$ cat config.mk
export PLATFORM = sky130hd
export DESIGN_NAME = fp16_int_encode_flat
export DESIGN_NICKNAME = d
export VERILOG_FILES = /design/src/rtl/fp16_pkg.sv /design/src/rtl/fp16_int_encode_if.sv /design/src/rtl/fp16_round_pack.sv /design/src/rtl/fp16_int_encode.sv /design/src/flat_wrapper.sv
export SDC_FILE = /design/constraint.sdc
export NUM_CORES = 1
export LEC_CHECK = 0
export CAP_MARGIN = 20
export CORE_UTILIZATION = 32
export CTS_BUF_LIST = sky130_fd_sc_hd__clkbuf_4 sky130_fd_sc_hd__clkbuf_8
export CTS_CLUSTER_DIAMETER = 100
export DETAILED_ROUTE_END_ITERATION = 16
export GPL_ROUTABILITY_DRIVEN = 0
export SYNTH_ARGS = -nofsm -noshare
export SYNTH_HDL_FRONTEND = slang
export SYNTH_HIERARCHICAL = 1
export SYNTH_SLANG_ARGS = --single-unit
export TNS_END_PERCENT = 5
$ cat constraint.sdc
create_clock -name clk -period 4.8 [get_ports clk]
set_clock_uncertainty 0.2 [all_clocks]
set_input_delay 0.96 -clock clk [delete_from_list [all_inputs] [get_ports clk]]
set_output_delay 0.96 -clock clk [all_outputs]
set_load 0.05 [all_outputs]
$ cat src/rtl/fp16_pkg.sv
// Shared FP16 definitions for the half-precision datapath (encode, decode,
// exception and normalize blocks).
//   FP16_BIAS     exponent bias
//   FP16_EXP_W    exponent field width
//   FP16_MANT_W   mantissa field width
//   FP16_EXP_INF  all-ones exponent (infinity / NaN)
//   FP16_QNAN     canonical quiet NaN
//   enc_state_t   integer-encoder FSM states
package fp16_pkg;

    localparam int unsigned FP16_BIAS    = 15;
    localparam int unsigned FP16_EXP_W   = 5;
    localparam int unsigned FP16_MANT_W  = 10;
    localparam logic [4:0]  FP16_EXP_INF = 5'h1F;
    localparam logic [15:0] FP16_QNAN    = 16'h7E00;

    typedef enum logic [1:0] {
        IDLE  = 2'd0,
        NORM  = 2'd1,
        ROUND = 2'd2,
        DONE  = 2'd3
    } enc_state_t;

endpackage

$ cat src/rtl/fp16_int_encode_if.sv
// Request/result handshake bundle for the integer-to-FP16 encoder.
//   in_valid/in_ready/in_int         request channel
//   out_valid/out_ready/q/out_inexact result channel
// slave modport is the encoder side; master modport is the producer/consumer.
interface fp16_int_encode_if;

    logic        in_valid;
    logic        in_ready;
    logic [15:0] in_int;
    logic        out_valid;
    logic        out_ready;
    logic [15:0] q;
    logic        out_inexact;

    modport slave (
        input  in_valid,
        input  in_int,
        input  out_ready,
        output in_ready,
        output out_valid,
        output q,
        output out_inexact
    );

    modport master (
        output in_valid,
        output in_int,
        output out_ready,
        input  in_ready,
        input  out_valid,
        input  q,
        input  out_inexact
    );

endinterface

$ cat src/rtl/fp16_round_pack.sv
// Combinational round-to-nearest-even and FP16 packing of a normalized magnitude.
//   sign     result sign
//   exp      biased exponent matching mag (mag[15] is the hidden one)
//   mag      normalized 16-bit magnitude, mag[15]==1
//   q        packed binary16 {sign, exp, mant}
//   inexact  result differs from the exact value (rounded or overflowed)
module fp16_round_pack
    import fp16_pkg::*;
(
    input  logic        sign,
    input  logic [4:0]  exp,
    input  logic [15:0] mag,
    output logic [15:0] q,
    output logic        inexact
);

    logic [9:0]  mant;
    logic        guard;
    logic        sticky;
    logic        round_up;
    logic [10:0] mant_sum;
    logic [4:0]  exp_r;
    logic        unused_msb;

    // The hidden bit is implied by normalization.
    assign unused_msb = mag[15];

    always_comb begin
        mant     = mag[14:5];
        guard    = mag[4];
        sticky   = |mag[3:0];
        round_up = guard & (sticky | mant[0]);
        mant_sum = {1'b0, mant} + {10'd0, round_up};
        // Mantissa carry-out renormalizes by bumping the exponent; mant_sum[9:0]
        // is already zero in that case. Max exp is 30, so this never wraps.
        exp_r    = exp + {4'd0, mant_sum[10]};

        if (exp_r == FP16_EXP_INF) begin
            q       = {sign, FP16_EXP_INF, 10'd0};
            inexact = 1'b1;
        end else begin
            q       = {sign, exp_r, mant_sum[9:0]};
            inexact = guard | sticky;
        end
    end

endmodule

$ cat src/rtl/fp16_int_encode.sv
// Sequential integer-to-FP16 encoder: takes a 16-bit integer over a valid/ready
// handshake, normalizes it one bit per cycle, rounds to nearest-even and
// returns an IEEE-754 binary16 word.
//   clk    rising-edge clock
//   rst_n  asynchronous active-low reset
//   bus    request/result handshake (slave side)
// SIGNED_IN: 1 = in_int is two's complement, 0 = in_int is unsigned.
module fp16_int_encode
    import fp16_pkg::*;
#(
    parameter bit SIGNED_IN = 1'b1
) (
    input  logic                 clk,
    input  logic                 rst_n,
    fp16_int_encode_if.slave     bus
);

    // Biased exponent of an integer whose MSB sits at bit 15.
    localparam logic [4:0] EXP_START = 5'(FP16_BIAS + 15);

    enc_state_t  state_q, state_d;
    logic        sign_q, sign_d;
    logic [15:0] mag_q, mag_d;
    logic [4:0]  exp_q, exp_d;
    logic [15:0] q_q, q_d;
    logic        inexact_q, inexact_d;

    logic        in_sign;
    logic [15:0] in_mag;
    logic [15:0] pack_q;
    logic        pack_inexact;

    // 0x8000 negates to itself, which is the correct unsigned magnitude.
    assign in_sign = SIGNED_IN & bus.in_int[15];
    assign in_mag  = in_sign ? (~bus.in_int) + 16'd1 : bus.in_int;

    fp16_round_pack u_round_pack (
        .sign    (sign_q),
        .exp     (exp_q),
        .mag     (mag_q),
        .q       (pack_q),
        .inexact (pack_inexact)
    );

    always_comb begin
        state_d   = state_q;
        sign_d    = sign_q;
        mag_d     = mag_q;
        exp_d     = exp_q;
        q_d       = q_q;
        inexact_d = inexact_q;

        unique case (state_q)
            IDLE: begin
                if (bus.in_valid) begin
                    sign_d = in_sign;
                    mag_d  = in_mag;
                    exp_d  = EXP_START;
                    if (in_mag == 16'd0) begin
                        // Zero always encodes as +0, even for signed input.
                        q_d       = 16'h0000;
                        inexact_d = 1'b0;
                        state_d   = DONE;
                    end else begin
                        state_d = NORM;
                    end
                end
            end
            NORM: begin
                if (mag_q[15]) begin
                    state_d = ROUND;
                end else begin
                    mag_d = {mag_q[14:0], 1'b0};
                    exp_d = exp_q - 5'd1;
                end
            end
            ROUND: begin
                q_d       = pack_q;
                inexact_d = pack_inexact;
                state_d   = DONE;
            end
            DONE: begin
                if (bus.out_ready) begin
                    state_d = IDLE;
                end
            end
            default: state_d = IDLE;
        endcase
    end

    always_ff @(posedge clk or negedge rst_n) begin
        if (!rst_n) begin
            state_q   <= IDLE;
            sign_q    <= 1'b0;
            mag_q     <= 16'd0;
            exp_q     <= 5'd0;
            q_q       <= 16'd0;
            inexact_q <= 1'b0;
        end else begin
            state_q   <= state_d;
            sign_q    <= sign_d;
            mag_q     <= mag_d;
            exp_q     <= exp_d;
            q_q       <= q_d;
            inexact_q <= inexact_d;
        end
    end

    assign bus.in_ready    = (state_q == IDLE);
    assign bus.out_valid   = (state_q == DONE);
    assign bus.q           = q_q;
    assign bus.out_inexact = inexact_q;

endmodule

$ cat src/flat_wrapper.sv
// flat-port wrapper written by rule: the top's interface ports become plain ports
module fp16_int_encode_flat import fp16_pkg::*;
#(
    parameter bit SIGNED_IN = 1'b1
)
  (clk, rst_n, bus_in_valid, bus_in_int, bus_out_ready, bus_in_ready, bus_out_valid, bus_q, bus_out_inexact);
  fp16_int_encode_if bus_i ();
  input  logic clk;
  input  logic rst_n;
  input wire logic [$bits(bus_i.in_valid)-1:0] bus_in_valid;
  input wire logic [$bits(bus_i.in_int)-1:0] bus_in_int;
  input wire logic [$bits(bus_i.out_ready)-1:0] bus_out_ready;
  output wire logic [$bits(bus_i.in_ready)-1:0] bus_in_ready;
  output wire logic [$bits(bus_i.out_valid)-1:0] bus_out_valid;
  output wire logic [$bits(bus_i.q)-1:0] bus_q;
  output wire logic [$bits(bus_i.out_inexact)-1:0] bus_out_inexact;
  assign bus_i.in_valid = bus_in_valid;
  assign bus_i.in_int = bus_in_int;
  assign bus_i.out_ready = bus_out_ready;
  assign bus_in_ready = bus_i.in_ready;
  assign bus_out_valid = bus_i.out_valid;
  assign bus_q = bus_i.q;
  assign bus_out_inexact = bus_i.out_inexact;
  fp16_int_encode #(.SIGNED_IN(SIGNED_IN)) u_core (.clk(clk), .rst_n(rst_n), .bus(bus_i));
endmodule
==> impl_metrics.tcl, run 1 <==
set metrics [dict create \
    path_max_fanout 17 \
    avgRoutedWirePerCell_um 14.1 \
    drive_gt1_share_pct 7.36 \
    worstMarginPinSlew_ps 976 \
    syn_to_final_growth_pct 17.7 \
    cts_buffer_depth 2 \
    avgSynthCellArea_um2 8.57 \
    hold_start "u_core/sign_q" \
    htree_levels 2 \
    async_flop_share_pct 100 \
    antenna_found_initial 0 \
    min_to "u_core/sign_q" \
    swShare_pct 47.1 \
    internal_power_w 0.00113 \
    hold_viol_final 0 \
    root_buffer "clkbuf_8" \
    period_share_pct 80.6 \
    grt_pass1_vias 2386 \
    clkLatencyLatePin_ps 290 \
    synth.net_count 373 \
    diodes 0 \
    synthTopCellsByArea "dfrtp_1 (35%), nand2_1 (5.9%), o32ai_1 (5.1%)" \
    die_height_um 98.0 \
    grt_max_degree 42 \
    syn-cell-area_mm2 0.00295 \
    cp.required_ps 4780 \
    cts_hold_buf 0 \
    rrSetupSlack_ps 1650 \
    dp.cells 466 \
    outcome "finished, violations left" \
    cts_tree "built" \
    grt_setup_unrepaired "no" \
    num_io_pins 39 \
    tns_ps 0 \
    drt_iter0_markers 109 \
    grt_pass1_wl_mm 11.6 \
    worstSetupStartpoint "bus_in_int[0]" \
    ant_nets 0 \
    cts_setup_buffers 0 \
    globalRouteOverflowTotal 0 \
    gr-usage-all-layers_pct 14.5 \
    die_w_um 98.0 \
    slew_violations 0 \
    numPortBuffers 38 \
    clkPwrFrac_pct 13.7 \
    power_frac_comb_pct 55.1 \
    routed_via_density 5.31 \
    synth_top_area_share_pct 34.8 \
    min_delay_path_depth 2 \
    rr_worst_depth 10 \
    cp-start-kind "primary input" \
    seq_power_share_pct 31.2 \
    slew-limit-headroom_pct 34.8 \
    clk_pin_slew_ps 80 \
    post-route-min-period_ps 3870 \
    p_per_area_mw_per_mm2 615 \
    worstPathCellList "clkdlybuf4s50_1, inv_1, ha_1, or4b_4, o41ai_2, xor2_1, nand4b_1, o41a_1, buf_4, o32ai_1" \
    leakage_nw 1.42 \
    finalPower_w 0.00213 \
    ys_ff_latch 41 \
    numCtsBuffers 5 \
    r2r-end "u_core/bus.q[5]" \
    drc 4 \
    crit_path_max_incr_delay_ps 520 \
    cts_resized 0 \
    end_kind "flop" \
    violations "design-rule violations" \
    synth_warnings 6 \
    core_area_mm2 0.00881 \
    crit_arrival_ps 3850 \
    placementRows 34 \
    r2r-start "u_core/mag_q[4]" \
    first_pass_iters 10 \
    synth_cell_types 62 \
    crit_type "primary input to flop" \
    hold_slack_ps 293 \
    maxCapViolCount 0 \
    hold_class "flop to flop" \
    ir_drop_v 0.000197 \
    place_hpwl_mm 4.97 \
    start_util_pct 33.5 \
    wl_mm 6.69 \
    nNetsFinal 395 \
    switchingPower_w 0.00100 \
    yosysSeqAreaShare_pct 34.8 \
    fillers 908 \
    synth_area_leader_cell "dfrtp_1" \
    setup_violations 0 \
    die_area_mm2 0.00960 \
    critPathSlowestCell "or4b_4" \
    cts_sinks 41 \
    synthCells 344 \
    fmax_ghz 0.258 \
    ys.flop_type "dfrtp_1" \
    fin_cells 475 \
    synth_edf_count 0 \
    vias 2524 \
]
==> critical path: cells and delay by family <==
family | cells | cell delay, ps
fa+ha+maj | 1 | 240
simple gates | 2 | 750
compound gates | 3 | 920
buf+inv | 3 | 750
xor+xnor | 1 | 230
==> worst max-delay path by stage <==
stage	endpoint	slack [ps]	cells past startpoint
final	u_core/bus.q[11]	930	10
after global routing	u_core/bus.q[8]	750	10
after CTS	u_core/bus.q[8]	930	10
after detailed placement	u_core/bus.q[8]	630	10
after global placement	u_core/bus.q[12]	670	10
after floorplan	u_core/bus.out_inexact	1290	9
==> layer usage <==
metal / global-route usage (%) / up-vias / wire length [um]
met1: 20.1 / 1194 / 3370
met2: 23.2 / 47 / 3090
met5: 0 / - / 0
met3: 2.58 / 2 / 215
li1: - / 1281 / -
met4: 3.73 / 0 / 21
==> cells by family (layout without fill, tap and decap cells) <==
logic type               Yosys count  in the layout  share of synthesized area, %
XOR/XNOR                          21             21                          6.24
multiplexers                       3              3                          1.06
buffers and inverters             58             81                          8.62
AO/OA/AOI/OAI                     96             96                          23.8
AND/OR/NAND/NOR                  116            116                          21.7
flip-flops                        41             41                          34.8
adder cells (fa/ha/maj)            9              9                          3.82
==> registers in the layout, indices dropped and copies added, names as in the netlist <==
register                cells
u_core/sign_q               1
u_core/state_q              2
u_core/exp_q                5
u_core/mag_q               16
u_core/bus.q               16
u_core/bus.out_inexact      1
==> power by group through the flow <==
| stage | Sequential, W | Combinational [W] | Clock [W] |
|---|---|---|---|
| 3_3_place_gp | 0.000667 | 0.00116 | 0 |
| 4_1_cts | 0.000667 | 0.00117 | 0.000305 |
| 5_1_grt | 0.000693 | 0.00129 | 0.000317 |
| 6_report | 0.000665 | 0.00117 | 0.000293 |
| 2_1_floorplan | 0.000849 | 0.000698 | 0 |
| 3_5_place_dp | 0.000674 | 0.00117 | 0 |
==> final cells by class <==
type,instances,area [um^2],share of cell area [%]
timing repair buffer,42,405,11.7
inverter,31,116,3.35
multi-input combinational,245,1670,48.0
clock inverter,1,30.0,0.865
tap,108,135,3.89
sequential,41,1030,29.6
clock buffer,7,90.1,2.60
==> placed cells by master, fill, tap and decap left out, drive strengths merged, types with 8 or more instances in the layout <==
cell type,count
a21oi,13
nand3,11
o21ai,26
nand2,46
xnor2,8
xor2,13
clkdlybuf4s50,37
ha,9
nor2,12
or3,9
or4,8
inv,31
o32ai,17
dfrtp,41
==> cell usage after synthesis (3+ instances only) <==
library cell and instances:
nor3_1 4, nor2b_1 4, inv_1 31, o21a_1 3, or4_1 7, ha_1 9, o211ai_1 3, xor2_1 13
dfrtp_1 41, o32ai_1 17, a22oi_1 6, a21oi_1 13, a2bb2oi_1 5, clkbuf_1 19, nand2_1 46, or3_1 6
xnor2_1 8, o31ai_1 5, nand3_1 10, o21ai_0 26, buf_6 4, nor2_1 12
==> per-stage QoR <==
step	cell area [um^2]	worst slack [ps]	utilization [%]
5_1_grt	3470	747	39.4
2_1_floorplan	2950	1290	-
4_1_cts	3460	931	39.3
3_3_place_gp	3340	675	38.0
3_5_place_dp	3340	626	38.0
6_report	3470	930	39.4
No activity file was read; power rests on OpenSTA's default activity.
==> run 2: changes to the inputs <==
==> constraint.sdc (replaced) <==
create_clock -name clk -period 3.8 [get_ports clk]
set_clock_uncertainty 0.2 [all_clocks]
set_input_delay 0.76 -clock clk [delete_from_list [all_inputs] [get_ports clk]]
set_output_delay 0.76 -clock clk [all_outputs]
set_load 0.05 [all_outputs]
==> run 2 against run 1 <==
- the flow still finishes with violations (design-rule violations)
- register-to-register slack worse by 930 ps
- sequential share of layout area is 1.5 points lower
- utilization is 2.1 points higher
- sequential cell count stayed put
- die area stayed put
- hold slack worse by 0.72 ps
- largest cell class unchanged
- largest power group unchanged
==> impl_metrics.tcl, run 2 (synthesis results as in run 1) <==
set metrics [dict create \
    worstMarginPinSlew_ps 932 \
    place_hpwl_mm 5.31 \
    leakage_nw 1.53 \
    first_pass_iters 10 \
    root_buffer "clkbuf_8" \
    die_height_um 98.0 \
    setup_slack_ps 276 \
    mostFrequentLayoutCells "nand2_1 (46), dfrtp_1 (41), clkdlybuf4s50_1 (37), inv_1 (31), o21ai_0 (26)" \
    die_w_um 98.0 \
    avgRoutedWirePerCell_um 13.9 \
    cts_hold_buf 0 \
    grt_max_degree 42 \
    final_common_cell "nand2_1" \
    crit_type "primary input to flop" \
    vias 2633 \
    setup_violations 0 \
    grt_setup_unrepaired "no" \
    maxCapViolCount 0 \
    cp.required_ps 3790 \
    numPortBuffers 38 \
    syn_to_final_growth_pct 23.9 \
    slew-limit-headroom_pct 37.9 \
    antenna_found_initial 0 \
    ant_nets 0 \
    wl_mm 6.92 \
    clk_pin_slew_ps 80 \
    p_per_area_mw_per_mm2 749 \
    pre_cts_slack_ps -46.1 \
    grt_pass1_wl_mm 12.1 \
    fin_cells 496 \
    cts_setup_buffers 0 \
    clkLatencyLatePin_ps 290 \
    cp-start-kind "primary input" \
    post-route-min-period_ps 3520 \
    numCtsBuffers 5 \
    worstPathCellList "clkdlybuf4s50_1, inv_1, ha_1, or4b_4, o41ai_2, xor2_1, nand4b_1, o41a_1, buf_12, o32ai_1" \
    end_kind "flop" \
    drc 4 \
    cts_buffer_depth 2 \
    hold_class "flop to flop" \
    ir_drop_v 0.000234 \
    period_share_pct 92.7 \
    crit_path_max_incr_delay_ps 480 \
    fillers 919 \
    core_area_mm2 0.00881 \
    cts_sinks 41 \
    critPathSlowestCell "or4b_4" \
    fmax_ghz 0.284 \
    slew_violations 0 \
    globalRouteOverflowTotal 0 \
    cts_tree "built" \
    dp.cells 488 \
    nNetsFinal 416 \
    diodes 0 \
    routed_via_density 5.31 \
    violations "design-rule violations" \
    fin_util_pct 41.5 \
    num_io_pins 39 \
    drive_gt1_share_pct 12.4 \
    htree_levels 2 \
    placementRows 34 \
    drt_iter0_markers 145 \
    gr-usage-all-layers_pct 15.5 \
    tns_ps 0 \
    crit_arrival_ps 3510 \
    outcome "finished, violations left" \
    start_util_pct 33.5 \
    cts_resized 0 \
    die_area_mm2 0.00960 \
    hold_viol_final 0 \
    grt_pass1_vias 2526 \
    path_max_fanout 17 \
]
==> run 2: cell count changes in the layout (fill, tap and decap cells not counted), sizes merged <==
cell	change
buf	+21
==> run 2: worst max-delay path, delay by kind of cell <==
kind,cells,cell delay (ps)
buf+inv,3,690
xor+xnor,1,220
compound gates,3,950
simple gates,2,710
fa+ha+maj,1,180
==> run 2: worst paths after layout <==
check | from | to | slack [ps] | cells past startpoint
max | bus_in_int[0] | u_core/bus.q[5] | 280 | 10
min | u_core/sign_q | u_core/sign_q | 290 | 2
max reg2reg | u_core/mag_q[4] | u_core/bus.out_inexact | 720 | 11
min reg2reg | u_core/sign_q | u_core/sign_q | 290 | 2
max in group asynchronous | rst_n | u_core/state_q[0] | 2410 | 1
min in group asynchronous | rst_n | u_core/bus.q[12] | 400 | 1
==> run 2: layout make-up <==
type                    count  area (um^2)  share of cell area [%]
multi-input cells         245         1670                    45.6
flip-flops and latches     41         1030                    28.1
repair buffers             63          588                    16.1
well taps                 108          135                    3.70
inverters                  31          116                    3.19
clock buffers               7         90.1                    2.47
clock inverters             1         30.0                   0.822
==> run 2: where the power goes <==
part	internal (W)	switching [W]	leakage (nW)	total, W
clock network	0.000221	0.000150	0.0619	0.000372
logic	0.000601	0.000919	0.966	0.00152
registers	0.000638	0.000205	0.500	0.000844
total	0.00146	0.00127	1.53	0.00274
==> run 2: stage by stage <==
| stage | instance area (um^2) | total power (W) | hold slack, ps |
|---|---|---|---|
| final | 3650 | 0.00274 | 292 |
| after global placement | 3530 | 0.00235 | 273 |
| after CTS | 3650 | 0.00276 | 299 |
| after floorplan | 2950 | 0.00195 | 251 |
| after detailed placement | 3530 | 0.00238 | 281 |
| after global routing | 3650 | 0.00296 | 332 |
==> run 2: routing by layer <==
metal	vias to the layer above	part of all wire, %	global-route usage, %
met5	-	0	0
met4	0	1.1	4.43
met3	7	3.6	2.58
met2	54	47	26.4
met1	1241	48	20.0
li1	1331	-	-
==> patch 1 (config.mk and constraints of run 1) <==
Make the reset (`rst_n`) synchronous in one clocked block. Comments in the files are not updated.
--- a/src/rtl/fp16_int_encode.sv
+++ b/src/rtl/fp16_int_encode.sv
@@ -88,7 +88,7 @@
         endcase
     end
 
-    always_ff @(posedge clk or negedge rst_n) begin
+    always_ff @(posedge clk) begin
         if (!rst_n) begin
             state_q   <= IDLE;
             sign_q    <= 1'b0;
Check against the original RTL: differs if rst_n is asserted again (counterexample within 4 cycles, from zero or initial values and one cycle with rst_n low); with rst_n held inactive, the same outputs for 10 cycles.
==> patch 1 against run 1 <==
Total power fell by 22%; area after synthesis rose by 6.3%; sequential cell count did not move; wire length rose by 22%; final area rose by 4.6%; setup slack got worse by 120 ps; sequential power fell by 11%; critical endpoint is now u_core/bus.q[15]; highest routed layer unchanged.
==> patch 1: results (changes against run 1) <==
Outcome
  – Status: complete, no violations

Worst setup path
  – Critical Path Max Stage Delay: 550 ps (+30 ps)
  – Data arrival, critical path: 4000 ps (+150 ps)
  – Worst path slowest cell: clkdlybuf4s50_1
  – Reg-to-reg slack, setup: 1580 ps (-70 ps)

Synthesis
  – Most frequent cells after synthesis: 41 x dfxtp_1, 37 x inv_1, 28 x clkbuf_1, 28 x nand3_1, 27 x nor2_1
  – Synth unique cells: 56 (-9.7%)
  – Post-Synth XOR/XNOR Area: 5.87% (-0.37 points)
  – Async S/R FF share, synth: 0% (-100 points)
  – Post-Synth Adder-Cell Area: 3.59% (-0.23 points)
  – Syn avg cell area: 8.01 um2 (-6.5%)

Placed design
  – Pre-CTS setup slack: 554 ps (-72.5 ps)
  – Placed insts: 527 (+13%)

Pwr
  – Seq power: 0.000591 W (-11%)
  – Pint: 0.000881 W (-22%)
  – Worst IR drop on VDD: 0.000166 V (-16%)
  – Clock group: 0.000226 W (-23%)
  – Leak Pwr: 1.25 nW (-12%)

Finish
  – Nets: 434 (+9.9%)
  – Layout cells sized above 1: 10.8% (+3.5 points)

Global route
  – Via count of the first global-routing pass: 2750 (+15%)
  – Largest net degree at the start of global routing: 47 (+12%)
  – First-pass GRT wire length: 13400 um (+16%)
  – Total GRT Usage: 16.6% (+2.1 points)

STA
  – Smallest hold slack: 262 ps (-30.7 ps)
  – Final min period: 3990 ps (+120 ps)

Hold path
  – Hold EP: u_core/sign_q
  – Hold path startpoint: u_core/sign_q

Drt
  – Final WL: 8130 um (+22%)
-- patch 1: layout make-up --
cell class                 instances  share of cell area [%]
multi-input combinational        275                    54.8
sequential                        41                    22.6
timing repair buffer              45                    11.9
tap                              129                    4.45
inverter                          37                    3.83
clock buffer                       5                    1.90
clock inverter                     3                   0.483
-- patch 1: layer usage --
metal / global-route usage, % / part of all wire, % / vias to the layer above
li1: - / - / 1460
met4: 3.79 / 0.98 / 0
met5: 0 / 0 / -
met3: 3.54 / 4.3 / 6
met1: 22.4 / 47 / 1405
met2: 27.0 / 47 / 77
-- patch 1: cells by family (layout without fill, tap and decap cells) --
family,count (synthesis),in the layout
flops,41,41
fa+ha+maj,9,9
buf+inv,75,90
simple gates,140,140
xor+xnor,21,21
compound gates,97,97
mux,8,8
-- patch 1: worst min-delay path, delay by kind of cell, from the launching register on --
kind	cells	cell delay [ps]
AO/OA/AOI/OAI	1	50
AND/OR/NAND/NOR	1	50
flip-flops	1	320
==> patch 2 (config.mk and constraints of run 1) <==
Without the edit above. `SIGNED_IN` is set to 1'b1 in 2 places; all go to 1'b0.
--- a/src/rtl/fp16_int_encode.sv
+++ b/src/rtl/fp16_int_encode.sv
@@ -8,7 +8,7 @@
 module fp16_int_encode
     import fp16_pkg::*;
 #(
-    parameter bit SIGNED_IN = 1'b1
+    parameter bit SIGNED_IN = 1'b0
 ) (
     input  logic                 clk,
     input  logic                 rst_n,
--- a/src/flat_wrapper.sv
+++ b/src/flat_wrapper.sv
@@ -1,7 +1,7 @@
 // flat-port wrapper written by rule: the top's interface ports become plain ports
 module fp16_int_encode_flat import fp16_pkg::*;
 #(
-    parameter bit SIGNED_IN = 1'b1
+    parameter bit SIGNED_IN = 1'b0
 )
   (clk, rst_n, bus_in_valid, bus_in_int, bus_out_ready, bus_in_ready, bus_out_valid, bus_q, bus_out_inexact);
   fp16_int_encode_if bus_i ();
Check against the original RTL: not equivalent (Yosys sat finds a counterexample within 4 cycles, from zero or initial values and one cycle with rst_n low).
==> patch 2 against run 1 <==
Total power is 11% lower; non-clock buffer count is 4 lower; wire length is 18% lower; final area is 18% lower; setup slack better by 540 ps; first-iteration DRC count is 16% higher; area after synthesis is 21% lower; sequential cell count is 1 lower; critical path type is now reg2out.
==> patch 2: results (changes against run 1) <==
STA
  – Smallest hold slack: 336 ps (+43.7 ps)
  – Maximum clock rate: 301 MHz (+16%)
  – Worst slew pin tran: 928 ps (-47.9 ps)

Clock network
  – Root buf cell: clkbuf_8
  – Buffer depth of the longest clock path: 2 (unchanged)
  – Post-CTS resize count: 0 (unchanged)
  – Clock Latency Late Sink: 290 ps (about the same)
  – Number of CTS-inserted buffers: 5 (unchanged)
  – # Post-CTS Setup Buffers: 0 (unchanged)

Drt
  – Vias: 1925 (-24%)
  – DR iter-0 viols: 126 (+16%)
  – Met2 wire length: 2470 um (-20%)
  – Pre-antenna DRT Iters: 5 (-5)
  – Final WL: 5520 um (-18%)
  – DRT met1 WL: 2720 um (-19%)
  – Wire length on met3: 258 um (+20%)

Synthesis
  – Most frequent cells after synthesis: 40 x dfrtp_1, 20 x inv_1, 19 x and2_1
  – Sequential fraction of the synthesis area: 42.8% (+7.9 points)
  – Synth unique cells: 51 (-18%)
  – Ys flop type: dfrtp_1
  – Leading post-synthesis cells by cell area: dfrtp_1 43%, a32o_1 6.4%, and2_1 5.1%, a222oi_1 4.7%, ha_1 4.3%
  – Syn avg cell area: 10.1 um2 (+18%)
  – Top-area cell type share of the netlist area: 42.8% (+7.9 points)
  – Ys Warns: 6 (unchanged)
  – Async S/R FF share, synth: 100% (unchanged)
  – Synthesized Nets: 260 (-30%)

Hold path
  – Hold Crit Class: reg2reg
  – WHS Path Cells: 1 (-1)

Worst setup path
  – Delay-heaviest family, CP: buffers and inverters
  – Critical Path Max Stage Delay: 900 ps (+380 ps)
  – Data arrival, critical path: 2170 ps (-1680 ps)
  – Worst setup path endpoint: bus_in_ready
  – RR Endpoint: u_core/bus.out_inexact
  – Crit path launch: u_core/state_q[0]
  – Worst-case reg-to-reg path depth: 12 (+2)
  – CP max FO: 14 (-3)
  – R2R Path Start: u_core/mag_q[4]
  – Worst path slowest cell: clkdlybuf4s50_1

Pwr
  – Leak Pwr: 1.20 nW (-16%)
  – Sw Pwr: 0.000874 W (-13%)
  – Worst IR drop on VDD: 0.000156 V (-21%)

Global route
  – Initial antenna violation count: 0 (unchanged)
  – Met2 Track Usage GR: 24.8% (+1.5 points)
  – Met1 GRT Util: 21.2% (+1.1 points)
  – Via count of the first global-routing pass: 1820 (-24%)
  – Largest net degree at the start of global routing: 41 (-2.4%)
  – First-pass GRT wire length: 9170 um (-21%)
  – Total GRT Usage: 15.6% (+1.1 points)
  – GRT met3 Usage: 3.11% (+0.53 points)

Placed design
  – HPWL Detailed: 3960 um (-20%)
  – Pre-CTS setup slack: 1590 ps (+966 ps)
  – Placed insts: 350 (-25%)

Finish
  – Post-route insts no fill: 358 (-25%)
  – Nets: 289 (-27%)
  – # diodes: 0 (unchanged)
  – Layout cells sized above 1: 7.25% (-0.11 points)

Outcome
  – Status: complete, no violations
patch 2: layout make-up:
type                       instances  area, um2
clock buffer                       8       97.6
fill                             680       4100
inverter                          20       75.1
multi-input combinational        156       1180
sequential                        40       1000
tap                               96        120
timing repair buffer              38        375
patch 2: logic make-up (layout without fill, tap and decap cells):
group / Yosys count / count (layout) / synth area share, %
xor+xnor: 7 / 7 / 2.62
fa+ha+maj: 8 / 8 / 4.28
other cells: 1 / 1 / 0.160
flops: 40 / 40 / 42.8
buf+inv: 36 / 66 / 6.95
compound gates: 63 / 63 / 22.3
mux: 4 / 4 / 1.71
simple gates: 73 / 73 / 19.2
patch 2: worst min path at each step:
stage	start	endpoint
2_1_floorplan	u_core/mag_q[2]	u_core/mag_q[3]
4_1_cts	u_core/mag_q[2]	u_core/mag_q[3]
3_5_place_dp	u_core/mag_q[2]	u_core/mag_q[3]
6_report	u_core/mag_q[0]	u_core/mag_q[0]
3_3_place_gp	u_core/mag_q[2]	u_core/mag_q[3]
5_1_grt	u_core/mag_q[15]	u_core/mag_q[15]
patch 2: power groups by stage:
stage,Sequential [W],Clock (W),Combinational (W)
finish,0.000613,0.000242,0.00103
detailed placement,0.000616,0,0.00103
global placement,0.000614,0,0.00102
CTS,0.000611,0.000249,0.00104
global route,0.000635,0.000264,0.00113
floorplan,0.000779,0,0.000598
patch 2: per-stage QoR:
step | total power, W | utilization (%) | cell area, um2
final | 0.00189 | 41.0 | 2850
after CTS | 0.00190 | 41.0 | 2850
after floorplan | 0.00138 | - | 2340
after global placement | 0.00163 | 39.6 | 2750
after detailed placement | 0.00165 | 39.6 | 2750
after global routing | 0.00203 | 41.0 | 2850
